===== src/rtl/mips_ctrl_pkg.sv =====
// -----------------------------------------------------------------------------
// mips_ctrl_pkg
// Shared definitions for the multi-cycle MIPS main control: opcode values,
// 4-bit state encodings, ALU operation codes and datapath mux select codes.
// Used by the control FSM, its opcode decoder, the ALU control and benches.
// -----------------------------------------------------------------------------
package mips_ctrl_pkg;

   // Opcodes (IR[31:26])
   localparam logic [5:0] OP_RTYPE = 6'b000000;
   localparam logic [5:0] OP_J     = 6'b000010;
   localparam logic [5:0] OP_BEQ   = 6'b000100;
   localparam logic [5:0] OP_ADDI  = 6'b001000;
   localparam logic [5:0] OP_SLTI  = 6'b001010;
   localparam logic [5:0] OP_ANDI  = 6'b001100;
   localparam logic [5:0] OP_ORI   = 6'b001101;
   localparam logic [5:0] OP_LW    = 6'b100011;
   localparam logic [5:0] OP_SW    = 6'b101011;
   localparam logic [5:0] OP_LWC1  = 6'b110001;

   // Control states; the encoding is visible on the debug state port.
   typedef enum logic [3:0] {
      S_RESET   = 4'd0,
      S_FETCH   = 4'd1,
      S_DECODE  = 4'd2,
      S_MEMADR  = 4'd3,
      S_MEMRD   = 4'd4,
      S_MEMWB   = 4'd5,
      S_MEMWR   = 4'd6,
      S_EXEC    = 4'd7,
      S_ALUWB   = 4'd8,
      S_BRANCH  = 4'd9,
      S_IEXEC   = 4'd10,
      S_IWB     = 4'd11,
      S_JUMP    = 4'd12,
      S_ILLEGAL = 4'd13
   } state_t;

   // ALU operation codes (zero-extended to ALUOP_W at the top level)
   localparam logic [2:0] ALU_ADD   = 3'b000;
   localparam logic [2:0] ALU_SUB   = 3'b001;
   localparam logic [2:0] ALU_FUNCT = 3'b010;
   localparam logic [2:0] ALU_AND   = 3'b011;
   localparam logic [2:0] ALU_SLT   = 3'b100;
   localparam logic [2:0] ALU_OR    = 3'b101;

   // ALU operand B select
   localparam logic [1:0] SRCB_REG    = 2'b00;
   localparam logic [1:0] SRCB_FOUR   = 2'b01;
   localparam logic [1:0] SRCB_IMM    = 2'b10;
   localparam logic [1:0] SRCB_IMM_SH = 2'b11;

   // PC source select
   localparam logic [1:0] PCSRC_ALU    = 2'b00;
   localparam logic [1:0] PCSRC_ALUOUT = 2'b01;
   localparam logic [1:0] PCSRC_JUMP   = 2'b10;

   // True for the opcodes that take the memory-address path.
   function automatic logic is_mem_op(input logic [5:0] opc);
      return (opc == OP_LW) || (opc == OP_LWC1) || (opc == OP_SW);
   endfunction

endpackage


===== src/rtl/unidad_control_decode.sv =====
// -----------------------------------------------------------------------------
// unidad_control_decode
// Combinational opcode decoder used in DECODE: picks the state that follows
// DECODE and the ALU operation an I-type instruction will use in IEXEC.
// Ports:
//   i_opcode      in   6  IR[31:26]
//   o_next_state  out  4  state entered after DECODE (state_t encoding)
//   o_op_q        out  3  ALU op for IEXEC (add for anything not an ALU immediate)
// -----------------------------------------------------------------------------
module unidad_control_decode
   import mips_ctrl_pkg::*;
#(
   parameter bit ENABLE_JUMP = 1'b1
)(
   input  logic [5:0] i_opcode,
   output logic [3:0] o_next_state,
   output logic [2:0] o_op_q
);

   always_comb begin
      o_next_state = S_ILLEGAL;
      o_op_q       = ALU_ADD;
      case (i_opcode)
         OP_RTYPE: o_next_state = S_EXEC;
         OP_BEQ:   o_next_state = S_BRANCH;
         OP_ADDI: begin
            o_next_state = S_IEXEC;
            o_op_q       = ALU_ADD;
         end
         OP_SLTI: begin
            o_next_state = S_IEXEC;
            o_op_q       = ALU_SLT;
         end
         OP_ANDI: begin
            o_next_state = S_IEXEC;
            o_op_q       = ALU_AND;
         end
         OP_ORI: begin
            o_next_state = S_IEXEC;
            o_op_q       = ALU_OR;
         end
         OP_J: begin
            // With jumps disabled J falls through to the illegal trap.
            if (ENABLE_JUMP) o_next_state = S_JUMP;
         end
         default: begin
            if (is_mem_op(i_opcode)) o_next_state = S_MEMADR;
         end
      endcase
   end

endmodule


===== src/rtl/unidad_control_multiciclo.sv =====
// -----------------------------------------------------------------------------
// unidad_control_multiciclo
// Multi-cycle MIPS main control FSM. Sequences FETCH/DECODE/EXEC/MEM/WB for
// each instruction and drives the shared datapath enables. Memory states
// stall on the mem_ready handshake.
//
// state    | meaning
// ---------+-----------------------------------------------------------
// RESET    | idle after reset, all enables off
// FETCH    | read instruction at PC, PC+4; PC/IR load when memory is ready
// DECODE   | read registers, compute branch target, capture op_q
// MEMADR   | compute A + signext(imm) for load/store
// MEMRD    | read data memory at ALUOut
// MEMWB    | write MDR to rt
// MEMWR    | write B to memory at ALUOut
// EXEC     | R-type ALU operation (funct)
// ALUWB    | write ALUOut to rd
// BRANCH   | BEQ compare, PC <= ALUOut on zero
// IEXEC    | ALU immediate operation using op_q
// IWB      | write ALUOut to rt
// JUMP     | PC <= jump target
// ILLEGAL  | unknown opcode trapped; held until reset
//
// Ports:
//   clk, rst_n       clock, async active-low reset
//   opcode           IR[31:26], stable from DECODE to instruction end
//   mem_ready        memory access completes this cycle
//   pc_write, pc_write_cond, i_or_d, mem_read, mem_write, ir_write,
//   mem_to_reg, reg_dst, reg_write, alu_src_a, alu_src_b, alu_op,
//   pc_source        datapath controls
//   state            current state (debug)
//   illegal_op       sticky illegal-opcode flag
// -----------------------------------------------------------------------------
module unidad_control_multiciclo
   import mips_ctrl_pkg::*;
#(
   parameter int ALUOP_W       = 3,
   parameter bit MEM_HANDSHAKE = 1'b1,
   parameter bit ENABLE_JUMP   = 1'b1
)(
   input  logic               clk,
   input  logic               rst_n,
   input  logic [5:0]         opcode,
   input  logic               mem_ready,
   output logic               pc_write,
   output logic               pc_write_cond,
   output logic               i_or_d,
   output logic               mem_read,
   output logic               mem_write,
   output logic               ir_write,
   output logic               mem_to_reg,
   output logic               reg_dst,
   output logic               reg_write,
   output logic               alu_src_a,
   output logic [1:0]         alu_src_b,
   output logic [ALUOP_W-1:0] alu_op,
   output logic [1:0]         pc_source,
   output logic [3:0]         state,
   output logic               illegal_op
);

   state_t     r_state;
   logic [2:0] r_op_q;
   logic       r_illegal;

   logic       w_mem_ready;
   logic [3:0] w_dec_state;
   logic [2:0] w_dec_op;
   logic [2:0] w_alu_op;

   assign w_mem_ready = MEM_HANDSHAKE ? mem_ready : 1'b1;

   unidad_control_decode #(
      .ENABLE_JUMP (ENABLE_JUMP)
   ) u_decode (
      .i_opcode     (opcode),
      .o_next_state (w_dec_state),
      .o_op_q       (w_dec_op)
   );

   always_ff @(posedge clk or negedge rst_n) begin
      if (!rst_n) begin
         r_state   <= S_RESET;
         r_op_q    <= ALU_ADD;
         r_illegal <= 1'b0;
      end else begin
         case (r_state)
            S_RESET:  r_state <= S_FETCH;
            S_FETCH: begin
               if (w_mem_ready) r_state <= S_DECODE;
            end
            S_DECODE: begin
               r_state <= state_t'(w_dec_state);
               r_op_q  <= w_dec_op;
               if (state_t'(w_dec_state) == S_ILLEGAL) r_illegal <= 1'b1;
            end
            S_MEMADR: r_state <= (opcode == OP_SW) ? S_MEMWR : S_MEMRD;
            S_MEMRD: begin
               if (w_mem_ready) r_state <= S_MEMWB;
            end
            S_MEMWR: begin
               if (w_mem_ready) r_state <= S_FETCH;
            end
            S_EXEC:   r_state <= S_ALUWB;
            S_IEXEC:  r_state <= S_IWB;
            S_ALUWB,
            S_IWB,
            S_MEMWB,
            S_BRANCH,
            S_JUMP:   r_state <= S_FETCH;
            S_ILLEGAL: r_state <= S_ILLEGAL;
            default:  r_state <= S_FETCH;
         endcase
      end
   end

   // Enables are decoded from the state register so reset clears them
   // asynchronously. PC/IR load in FETCH follows mem_ready directly, so the
   // write lands on the single cycle in which the fetch completes.
   always_comb begin
      pc_write      = 1'b0;
      pc_write_cond = 1'b0;
      i_or_d        = 1'b0;
      mem_read      = 1'b0;
      mem_write     = 1'b0;
      ir_write      = 1'b0;
      mem_to_reg    = 1'b0;
      reg_dst       = 1'b0;
      reg_write     = 1'b0;
      alu_src_a     = 1'b0;
      alu_src_b     = SRCB_REG;
      pc_source     = PCSRC_ALU;
      w_alu_op      = ALU_ADD;
      case (r_state)
         S_FETCH: begin
            mem_read  = 1'b1;
            alu_src_b = SRCB_FOUR;
            ir_write  = w_mem_ready;
            pc_write  = w_mem_ready;
         end
         S_DECODE: alu_src_b = SRCB_IMM_SH;
         S_MEMADR: begin
            alu_src_a = 1'b1;
            alu_src_b = SRCB_IMM;
         end
         S_MEMRD: begin
            mem_read = 1'b1;
            i_or_d   = 1'b1;
         end
         S_MEMWB: begin
            mem_to_reg = 1'b1;
            reg_write  = 1'b1;
         end
         S_MEMWR: begin
            mem_write = 1'b1;
            i_or_d    = 1'b1;
         end
         S_EXEC: begin
            alu_src_a = 1'b1;
            w_alu_op  = ALU_FUNCT;
         end
         S_ALUWB: begin
            reg_dst   = 1'b1;
            reg_write = 1'b1;
         end
         S_BRANCH: begin
            alu_src_a     = 1'b1;
            w_alu_op      = ALU_SUB;
            pc_write_cond = 1'b1;
            pc_source     = PCSRC_ALUOUT;
         end
         S_IEXEC: begin
            alu_src_a = 1'b1;
            alu_src_b = SRCB_IMM;
            w_alu_op  = r_op_q;
         end
         S_IWB:    reg_write = 1'b1;
         S_JUMP: begin
            pc_write  = 1'b1;
            pc_source = PCSRC_JUMP;
         end
         default: ;
      endcase
   end

   always_comb begin
      alu_op        = '0;
      alu_op[2:0]   = w_alu_op;
   end

   assign state      = r_state;
   assign illegal_op = r_illegal;

endmodule


===== config.mk =====
export PLATFORM = sky130hd
export DESIGN_NAME = unidad_control_multiciclo
export DESIGN_NICKNAME = d
export VERILOG_FILES = /design/src/rtl/mips_ctrl_pkg.sv /design/src/rtl/unidad_control_decode.sv /design/src/rtl/unidad_control_multiciclo.sv
export SDC_FILE = /design/constraint.sdc
export NUM_CORES = 1
export LEC_CHECK = 0
export CORE_ASPECT_RATIO = 0.75
export CORE_UTILIZATION = 47
export CTS_BUF_LIST = sky130_fd_sc_hd__clkbuf_16
export DETAILED_ROUTE_END_ITERATION = 10
export PLACE_DENSITY = 0.84
export RECOVER_POWER = 100
export SYNTH_ARGS = -nofsm -noshare
export SYNTH_HDL_FRONTEND = slang
export SYNTH_SLANG_ARGS = --single-unit

===== constraint.sdc =====
create_clock -name clk -period 3.75 [get_ports clk]
set_input_delay 0.75 -clock clk [delete_from_list [all_inputs] [get_ports clk]]
set_output_delay 0.75 -clock clk [all_outputs]
set_load 0.02 [all_outputs]

## Word-level counts from Yosys, hierarchy flattened

Cells that the tools add are included.

| word-level totals | value |
|---|---|
| bits in registers | 8 |
| output and inout bits | 22 |
| logic and storage cells | 61 |

| cells by class | value |
|---|---|
| equality and inequality tests | 26 |
| mux-type cells | 21 |
| reductions and logical operators | 11 |

Operators with widths:

| cell | count |
|---|---|
| $pmux 4 s8 | 1 |
| $eq 4x4->1 const B | 7 |
| $eq 6x4->1 const B | 4 |
| $eq 6x6->1 const B | 3 |
| $pmux 3 s3 | 2 |
| $eq 4x3->1 const B | 4 |
| $mux 4 | 4 |
| $pmux 4 s4 | 1 |
| $mux 1 | 9 |
| $eq 4x2->1 const B | 2 |
| $reduce_or 4->1 | 2 |
| $eq 6x2->1 const B | 1 |
| $eq 6x3->1 const B | 1 |
| $logic_not 6->1 | 1 |
| $ne 2x2->1 const B | 3 |
| $pmux 2 s3 | 1 |
| $reduce_or 2->1 | 3 |
| $eq 4x1->1 const B | 1 |
| $pmux 2 s2 | 1 |
| $reduce_and 3->1 | 1 |
| $reduce_or 3->1 | 1 |
| $logic_or 1x1->1 | 2 |
| $mux 2 | 1 |
| $pmux 1 s2 | 1 |
| $reduce_and 2->1 | 1 |

## Depth between registers and ports, before layout

Gate-level depths: netlist of run 1.

| logic depth | value |
|---|---|
| depth in word-level cells | 7 |
| gate-level depth with buffers | 6 |
| mapped depth without buffers | 5 |

## Modules after synthesis

A second synthesis of run 1 with hierarchy kept.

| unflattened totals | value |
|---|---|
| cells, all modules | 114 |
| area, all modules | 835.8 sq um |

By module, submodules not included:

| module | instances | cells an instance | area each (sq um) |
|---|---|---|---|
| unidad_control_multiciclo | 1 | 83 | 643.1 |
| unidad_control_decode | 1 | 31 | 192.7 |

## Worst setup path before layout of run 1

No wires, ideal clock.

| path | value |
|---|---|
| path kind | register -> output |
| from | register r_state[3] (netlist: state[3]) |
| to | output port ir_write |
| data arrival time | 1.566 ns |
| data required time | 3.000 ns |
| path slack | 1.434 ns |
| stages on the path, launching flop included | 4 |
| path buffers | 2 |
| cell sequence | dfrtp_1 buf_2 clkbuf_1 nor4_1 |

| on the way | value |
|---|---|
| cells in the longest elaborated chain, start to end | 2 |

RTL lines:

| item | line | RTL |
|---|---|---|
| start: declaration | unidad_control_multiciclo.sv:62 | `state_t r_state;` |
| start signal: assignment | unidad_control_multiciclo.sv:93 | `r_state <= state_t'(w_dec_state);` |
| start signal: assignment | unidad_control_multiciclo.sv:97 | `S_MEMADR: r_state <= (opcode == OP_SW) ? S_MEMWR : S_MEMRD;` |
| $eq 4x1->1 | unidad_control_multiciclo.sv:134 | `case (r_state)` |
| $mux 1 | unidad_control_multiciclo.sv:134 |  |
| end: declaration | unidad_control_multiciclo.sv:50 | `output logic ir_write,` |

No other way between the ends.

## Final worst setup path of run 1

| path | value |
|---|---|
| from | register r_state[2] (netlist: state[2]) |
| to | output port alu_src_a |

| on the way | value |
|---|---|
| cells in the longest elaborated chain, start to end | 3 |
| elaborated cells between the ends (all ways) | 6 |

RTL lines:

| item | line | RTL |
|---|---|---|
| $eq 4x4->1 (tied with other cells) | unidad_control_multiciclo.sv:134 |  |
| $reduce_or 4->1 (no line) (*) | -- |  |
| $mux 1 (*) | unidad_control_multiciclo.sv:134 |  |
| end: declaration | unidad_control_multiciclo.sv:54 | `output logic alu_src_a,` |

Every way passes the cells marked *; elsewhere a longest branch is shown, timed or not.

==> results.cfg, run 1 <==
[critical_path]
crit_path_start_kind = register
cp-end-kind = primary output
critical_path.max_stage_delay_ps = 720
worstPathCellList = nand2b_1 > nor2_1 > o21ai_0 > o21ai_0 > dlygate4sd3_1
critPathMostFrequentCell = o21ai_0
worstPathRequired_ps = 3000
path_max_fanout = 17
worstSetupPathType = register to primary output
critPathSlowestCell = dlygate4sd3_1
cp.arrival_ps = 2280

[clocking]
cts.clk_slew.worst_paths_ps = 40
clockBufferDepth = 2
cts_tree = built
ctsResizeCount = 0
clkSinkCount = 8
numCtsBuffers = 3
cts_hold_buf = 0
clock_latency_ps = 230
cts-root-buf = clkbuf_16
htree_levels = 1
post-cts-setup-buffers = 0

[sta]
worst_clock_skew_ps = 2.24
rsz0062_at_grt = false
finalHoldViolCount = 0
fin_crit_sh = 0.808
worstMarginPinSlew_ps = 615
fmax_mhz = 330
holdWs_ps = 474
setup_viol = 0
relSlewSlack = 0.590
min_period_ps = 3030
report.final.slew_viol_count = 0
setup_tns_ps = 0

[yosys]
synth_nets = 123
ys_seq_area_frac = 0.240
ys_warn_count = 0
avgSynthCellArea_um2 = 7.33
netlist-cell-type-count = 37
syn_area_um2 = 836
ys_ff_latch = 8
post_synth_inst_count = 114

[layout]
final_nets = 148
area_delta_synth_final_pct = 40.0
n_antenna_cell = 0
drive_gt1_frac = 0.0438
finalNonFillerCells = 158
final_core_util = 0.742

[global_route]
grt_pass1_vias = 779
grt_max_degree = 24
grt_antenna_before_repair = 0
grt_pass1_wl_mm = 3.71
grt_usage = 0.261
grt_overflow_total = 0

[power]
p_leak_nw = 0.524
total_power_uw = 937
peakVddDrop_mv = 0.596
p_per_area_nw_per_um2 = 801

[floorplanning]
io_pins = 31
coreArea_um2 = 1580
start_util = 0.530
die_x_um = 50.7
die_h_um = 38.5
rows = 12
die-area_um2 = 1950

[placed_design]
dpl.cell_count = 155
hpwl_mm = 1.64
gp_congestion = 0.844
numPortBuffers = 30

[route]
drt-total-wl_mm = 2.28
post_drt_wl_per_cell_um = 14.4
drtAntennaViolNets = 0
vias = 938
drtPass1Iterations = 4
drtIter0Drc = 30
via_per_inst = 5.94
drc = 0

[status]
status = finished, final reports clean

[job]
cap_violations = 0

[hold_path]
hold_path_class = register to register
==> path summary, 6_finish.rpt <==
kind | startpoint | to | slack (ps) | cells after the start
min in group asynchronous | rst_n | state[1] | 880 | 1
worst max-delay path | state[2] | alu_src_a | 720 | 5
worst min register to register | illegal_op | illegal_op | 470 | 2
max in group asynchronous | rst_n | state[2] | 2600 | 1
worst min-delay path | illegal_op | illegal_op | 470 | 2
worst max register to register | state[1] | illegal_op | 2050 | 3
==> worst max-delay path, delay by kind of cell (launching register included) <==
kind            cells  cell delay [ps]
buf+inv             1              720
flops               1              550
simple gates        2              530
compound gates      2              250
==> state kept, by name, summed over array words and instances, names as in the netlist <==
name and cells:
state 4, r_op_q 3, illegal_op 1
==> final cells by class <==
type / instances / area, um2
multi-input combinational: 91 / 546
tap: 21 / 26.3
clock buffer: 3 / 75.1
sequential: 8 / 200
inverter: 4 / 15.0
fill: 126 / 407
timing repair buffer: 31 / 308
==> power by group <==
part | leakage [nW] | internal (mW) | switching (mW)
registers | 0.100 | 0.119 | 0.0863
logic | 0.387 | 0.245 | 0.311
clock network | 0.0370 | 0.137 | 0.0392
total | 0.524 | 0.501 | 0.437
==> Yosys cell counts (all sizes together) <==
library cell / instances / area (um2)
a2111o: 1 / 11.3
a211o: 1 / 8.76
a21boi: 1 / 7.51
a21o: 2 / 15.0
a21oi: 6 / 30.0
a221oi: 2 / 17.5
a22oi: 1 / 7.51
a31oi: 2 / 12.5
a32o: 1 / 10.0
and3: 2 / 12.5
buf: 9 / 62.6
clkbuf: 2 / 7.51
dfrtp: 8 / 200
inv: 4 / 15.0
nand2: 9 / 33.8
nand2b: 7 / 43.8
nand4: 1 / 6.26
nand4b: 2 / 23.8
nor2: 14 / 52.6
nor2b: 10 / 62.6
nor3: 8 / 40.0
nor3b: 1 / 7.51
nor4: 1 / 6.26
o21ai: 8 / 40.0
o221ai: 1 / 8.76
o22ai: 1 / 6.26
o31ai: 2 / 20.0
o41ai: 3 / 26.3
or3b: 1 / 8.76
or4b: 1 / 13.8
xnor2: 1 / 8.76
xor2: 1 / 8.76
==> logic make-up (layout without fill, tap and decap cells) <==
logic type | count (synthesis) | count (layout) | share of synthesized area
simple gates | 57 | 57 | 0.373
compound gates | 32 | 32 | 0.265
buf+inv | 15 | 38 | 0.102
flops | 8 | 8 | 0.240
xor+xnor | 2 | 2 | 0.0210
==> routing by layer <==
metal,track usage,share of wire,up-vias
met5,0,0,-
met4,0.0208,0,0
met3,0.0595,0.036,0
met2,0.440,0.48,20
met1,0.354,0.48,463
li1,-,-,455
==> cells in the final DEF, fill, tap and decap left out, types with 2 or more instances in the layout <==
master,n
a21o_1,2
a31oi_1,2
nor2b_1,10
nand2b_1,7
o31ai_1,2
nand2_1,9
a21oi_1,6
dfrtp_1,8
nor2_1,14
o21ai_0,7
inv_1,4
dlygate4sd3_1,25
clkdlybuf4s50_1,5
nor3_1,8
clkbuf_16,3
and3_1,2
o41ai_1,3
a221oi_1,2
==> stage by stage <==
step | worst slack, ps | cell area (um2)
floorplan | 1430 | 836
global placement | 807 | 1100
detailed placement | 789 | 1100
CTS | 778 | 1170
global route | 593 | 1170
finish | 719 | 1170
Power figures use the tool's default switching activity.
==> run 2: changes to the inputs <==
--- a/config.mk
+++ b/config.mk
@@ -6,10 +6,10 @@
 export NUM_CORES = 1
 export LEC_CHECK = 0
 export CORE_ASPECT_RATIO = 0.75
-export CORE_UTILIZATION = 47
+export CORE_UTILIZATION = 39
 export CTS_BUF_LIST = sky130_fd_sc_hd__clkbuf_16
 export DETAILED_ROUTE_END_ITERATION = 10
-export PLACE_DENSITY = 0.84
+export PLACE_DENSITY = 0.75
 export RECOVER_POWER = 100
 export SYNTH_ARGS = -nofsm -noshare
 export SYNTH_HDL_FRONTEND = slang
==> constraint.sdc (replaced) <==
create_clock -name clk -period 2.7 [get_ports clk]
set_input_delay 0.54 -clock clk [delete_from_list [all_inputs] [get_ports clk]]
set_output_delay 0.54 -clock clk [all_outputs]
set_load 0.02 [all_outputs]
==> run 2 against run 1 <==
Net effect:
- clock skew increased by 1.6 ps
- via count increased by 2.3%
- cell count increased by 4.4%
- sequential cell count stayed put
- sequential share of layout area shrank 0.50 points
- global-route usage decreased by 6.9 points
- combinational power grew 57%
- wire length down 1.3%
- count of clock-buffer cells in the layout unchanged
- critical endpoint is now alu_op[2]
==> results.cfg, run 2 (synthesis results as in run 1) <==
[status]
status = finished, final reports clean

[clocking]
htree_levels = 1
cts.clk_slew.worst_paths_ps = 40
ctsResizeCount = 0
cts_tree = built
numCtsBuffers = 3
clock_latency_ps = 230
cts-root-buf = clkbuf_16
post-cts-setup-buffers = 0
clockBufferDepth = 2
clkSinkCount = 8
cts_hold_buf = 0

[critical_path]
worstSetupPathType = register to primary output
worstPathCellList = nand2b_1 > nor2_1 > and3_1 > clkdlybuf4s50_1
cp-end-kind = primary output
rr_endpoint = illegal_op
cpLargestDelayFamily = simple AND/OR/NAND/NOR gates
cp.arrival_ps = 2070
crit_path_start_kind = register
r2r_cells = 3
critical_path.max_stage_delay_ps = 600
path_max_fanout = 16
path_buf_inv = 1
r2r_start = state[0]
critPathSlowestCell = clkdlybuf4s50_1
worstPathRequired_ps = 2160
r2r_slack_ps = 1060

[layout]
final_core_util = 0.598
final_nets = 152
layout_common_cells = dlygate4sd3_1, nor2_1, nor2b_1, clkdlybuf4s50_1, nand2_1
nFillCells = 189
area_delta_synth_final_pct = 44.2
n_antenna_cell = 0
layout_commonest_cell = dlygate4sd3_1
drive_gt1_frac = 0.0709
largest_reg_flops = 4

[global_route]
grt_pass1_vias = 789
grt_antenna_before_repair = 0
grt_max_degree = 17
grt_overflow_total = 0
grt_usage = 0.192
grt_pass1_wl_mm = 3.52

[sta]
rsz0062_at_grt = false
fmax_mhz = 383
min_period_ps = 2610
setup_tns_ps = 0
fin_crit_sh = 0.967
report.final.slew_viol_count = 0
worstMarginPinSlew_ps = 448
finalHoldViolCount = 0
setup_viol = 0
worst_clock_skew_ps = 3.80
relSlewSlack = 0.701
holdWs_ps = 467

[hold_path]
hold_path_class = register to register
hold_path_depth = 2
hp-start = illegal_op
holdPathEnd = illegal_op

[floorplanning]
die-area_um2 = 2330
coreArea_um2 = 2010
die_h_um = 42.1
die_x_um = 55.5
start_util = 0.415
rows = 14
io_pins = 31

[route]
via_per_inst = 5.82
vias = 960
drc = 0
drtPass1Iterations = 5
drt-total-wl_mm = 2.25
drtAntennaViolNets = 0
drtIter0Drc = 42
post_drt_wl_per_cell_um = 13.7

[placed_design]
gp_congestion = 0.836
hpwl_mm = 1.73
numPortBuffers = 30

[power]
p_leak_nw = 0.529
peakVddDrop_mv = 0.869
p_per_area_nw_per_um2 = 1140

[job]
cap_violations = 0
run 2: changes by cell type in the layout (fill, tap and decap cells not counted):
cell / delta
or4b_4: -1
o31ai_1: -1
or4b_1: +1
clkdlybuf4s50_1: +5
o31ai_2: +1
dlygate4sd3_1: -5
buf_4: +4
run 2: power breakdown:
part	internal, mW	switching, mW	total, mW
combinational	0.391	0.480	0.871
sequential	0.166	0.0854	0.251
clock	0.191	0.0591	0.250
total	0.748	0.625	1.37
run 2: area by class of cell:
type	count	area, um2	area share
Sequential cell	8	200	0.166
Clock buffer	3	75.1	0.0623
Inverter	4	15.0	0.0125
Timing Repair Buffer	35	338	0.280
Multi-Input combinational cell	91	547	0.454
Tap cell	24	30.0	0.0249
run 2: per-layer routing:
metal / GRT usage / part of all wire / vias up
met4: 0.0250 / 0 / 0
met1: 0.276 / 0.49 / 471
met3: 0.0741 / 0.056 / 0
met2: 0.277 / 0.45 / 26
met5: 0 / 0 / -
li1: - / - / 463
run 2: worst max path at each step:
stage	startpoint	slack, ps	cells after the start	end
3_3_place_gp	mem_ready	160	4	ir_write
5_1_grt	state[0]	7	4	alu_op[2]
2_1_floorplan	state[3]	590	3	ir_write
4_1_cts	mem_ready	120	4	ir_write
6_report	state[0]	90	4	alu_op[2]
3_5_place_dp	mem_ready	120	4	ir_write
run 2: worst min-delay path, delay by kind of cell (launching register included):
| family | cells | cell delay [ps] |
|---|---|---|
| AO/OA/AOI/OAI | 1 | 60 |
| buffers and inverters | 1 | 40 |
| flip-flops | 1 | 330 |
run 2: per-stage QoR:
step / std cells / total power [mW] / worst slack [ps] / cell area [um2]
after floorplan: 114 / 0.780 / 594 / 836
after global placement: 162 / 1.14 / 162 / 1130
after detailed placement: 162 / 1.15 / 123 / 1130
after CTS: 165 / 1.41 / 117 / 1210
after global routing: 165 / 1.46 / 6.71 / 1200
final: 165 / 1.37 / 89.9 / 1200
==> variant, RTL diff (settings of run 1) <==
Set the parameter `MEM_HANDSHAKE` to 1'b0 (it was 1'b1).
--- a/src/rtl/unidad_control_multiciclo.sv
+++ b/src/rtl/unidad_control_multiciclo.sv
@@ -37,3 +37,3 @@
    parameter int ALUOP_W       = 3,
-   parameter bit MEM_HANDSHAKE = 1'b1,
+   parameter bit MEM_HANDSHAKE = 1'b0,
    parameter bit ENABLE_JUMP   = 1'b1
Function: changed (a bounded check fails within 4 cycles, from zero or initial values and one cycle with rst_n low).
==> variant against run 1 <==
Worst hold slack hardly changed. Area after synthesis is 1.5% lower. Final area fell by 2.7%. Power shrank 5.3%. Global-route usage decreased by 0.45 points. Sequential cell count unchanged. First-iteration DRC count rose by 17%. Core utilization down 1.3 points. Worst setup slack got worse by 0.092 ns. Sequential share of layout area is 0.47 points higher. Wire length decreased by 5.3%. Clock skew decreased by 0.0018 ns. Largest cell class unchanged.
==> variant: results (changes against run 1) <==
Synthesis
  • Top cells by area, synth: dfrtp_1 24%, nand2b_1 6.8%, nor2_1 6.8%
  • Synth Area in Compound Gates: 0.239 (-0.0264)
  • Synth unique cells: 41 (+11%)
  • Seq/Total Area, Yosys: 0.243 (+0.00364)
  • Post-synthesis mux area share: 0.0274 (+0.0274)
  • XOR/XNOR Fraction of Synth Area: 0.0106 (-0.0103)
  • Synth top cells by count: 15 x nor2_1, 9 x nand2b_1, 8 x dfrtp_1, 8 x nand2_1, 7 x o21ai_0
  • Syn Nets: 122 (-0.81%)
  • Yosys warning total: 0 (unchanged)
  • Syn avg cell area: 7.29 µm² (-0.63%)

Detailed routing
  • Via count: 904 (-3.6%)
  • DR vias/cell: 5.91 (-0.48%)
  • Number of DRC markers in iteration 0: 35 (+17%)
  • Final wirelength: 2.16 mm (-5.3%)

GRT
  • Antenna violations before repair: 0 (unchanged)
  • Vias in the first global route: 789 (+1.3%)
  • Met2 Track Usage GR: 0.410 (-0.0300)
  • GRT Util Overall: 0.256 (-0.00454)
  • Met1 GRT Util: 0.329 (-0.0254)
  • First-pass GRT wire length: 3.54 mm (-4.5%)
  • Pin count of the biggest net entering global routing: 19 (-21%)
  • GRT met3 Usage: 0.0794 (+0.0198)

STA
  • Least-Margin Pin Slew: 0.548 ns (-0.0675 ns)
  • Final Skew: 0.000417 ns (-0.00182 ns)

Power
  • Pleak: 0.480 nW (-8.5%)
  • Maximum vdd drop: 481 µV (-19%)
  • Switching share of total power: 0.459 (-0.00714)

Worst setup path
  • CP startpoint: state[3]$_DFF_PN0_
  • Arr. time, crit path: 2.37 ns (+0.09 ns)
  • Reg2Reg Launch Point: state[1]$_DFF_PN0_

Place
  • DP Area: 1070 µm² (-2.8%)
  • IO buf count: 29 (-3.3%)
  • GPL Wtd Cong: 0.816 (-3.3%)
  • Post-DP HPWL: 1.58 mm (-3.3%)

Hold path
  • Worst Hold Launch: illegal_op$_DFFE_PN0P_

Clocking
  • H-Tree Depth: 1 (unchanged)

Outcome
  • Status: finished, final reports clean

Finish
  • Fill count: 125 (-0.79%)
  • Share of layout cells above drive strength 1: 0.0455 (+0.00166)
  • Post-layout nets: 143 (-3.4%)
-- variant: critical path, cell delays in order, from the launching register on --
cell,delay [ns]
dfrtp_1,0.68
nand2b_1,0.29
nor2_1,0.22
a21oi_1,0.07
o22ai_1,0.18
dlygate4sd3_1,0.70
-- variant: power by group through the flow --
stage	Sequential [mW]	Combinational [mW]	Clock, mW
floorplan	0.159	0.368	0
global placement	0.202	0.533	0
detailed placement	0.205	0.543	0
CTS	0.204	0.545	0.181
global route	0.215	0.548	0.187
finish	0.203	0.506	0.179
-- variant: final timing paths --
path	endpoint	slack [ns]	depth (start not counted)
setup / recovery	reg_write	0.63	5
hold / removal	illegal_op$_DFFE_PN0P_	0.47	2
setup reg to reg	illegal_op$_DFFE_PN0P_	2.20	3
hold reg to reg	illegal_op$_DFFE_PN0P_	0.47	2
max in group asynchronous	illegal_op$_DFFE_PN0P_	2.58	1
min in group asynchronous	state[3]$_DFF_PN0_	0.88	1
-- variant: cells by family after synthesis --
kind of cell,after synthesis
flops,8
mux,2
compound gates,29
simple gates,58
buf+inv,15
xor+xnor,1
-- variant: final cells by class --
cell class	instances	area share
sequential	8	0.176
clock buffer	3	0.0659
tap	21	0.0231
timing repair buffer	29	0.255
inverter	2	0.00659
multi-input combinational	90	0.474
-- variant: per-stage QoR --
step,setup slack [ns],utilization
after floorplan,1.48,-
after global placement,1.02,0.684
after detailed placement,0.946,0.684
after CTS,0.682,0.732
after global routing,0.454,0.729
final,0.627,0.729
-- variant: metal layers --
layer	share of wire	routed length [µm]
met3	0.056	121
met4	0.0056	12
met2	0.47	1020
met5	0	0
met1	0.47	1010
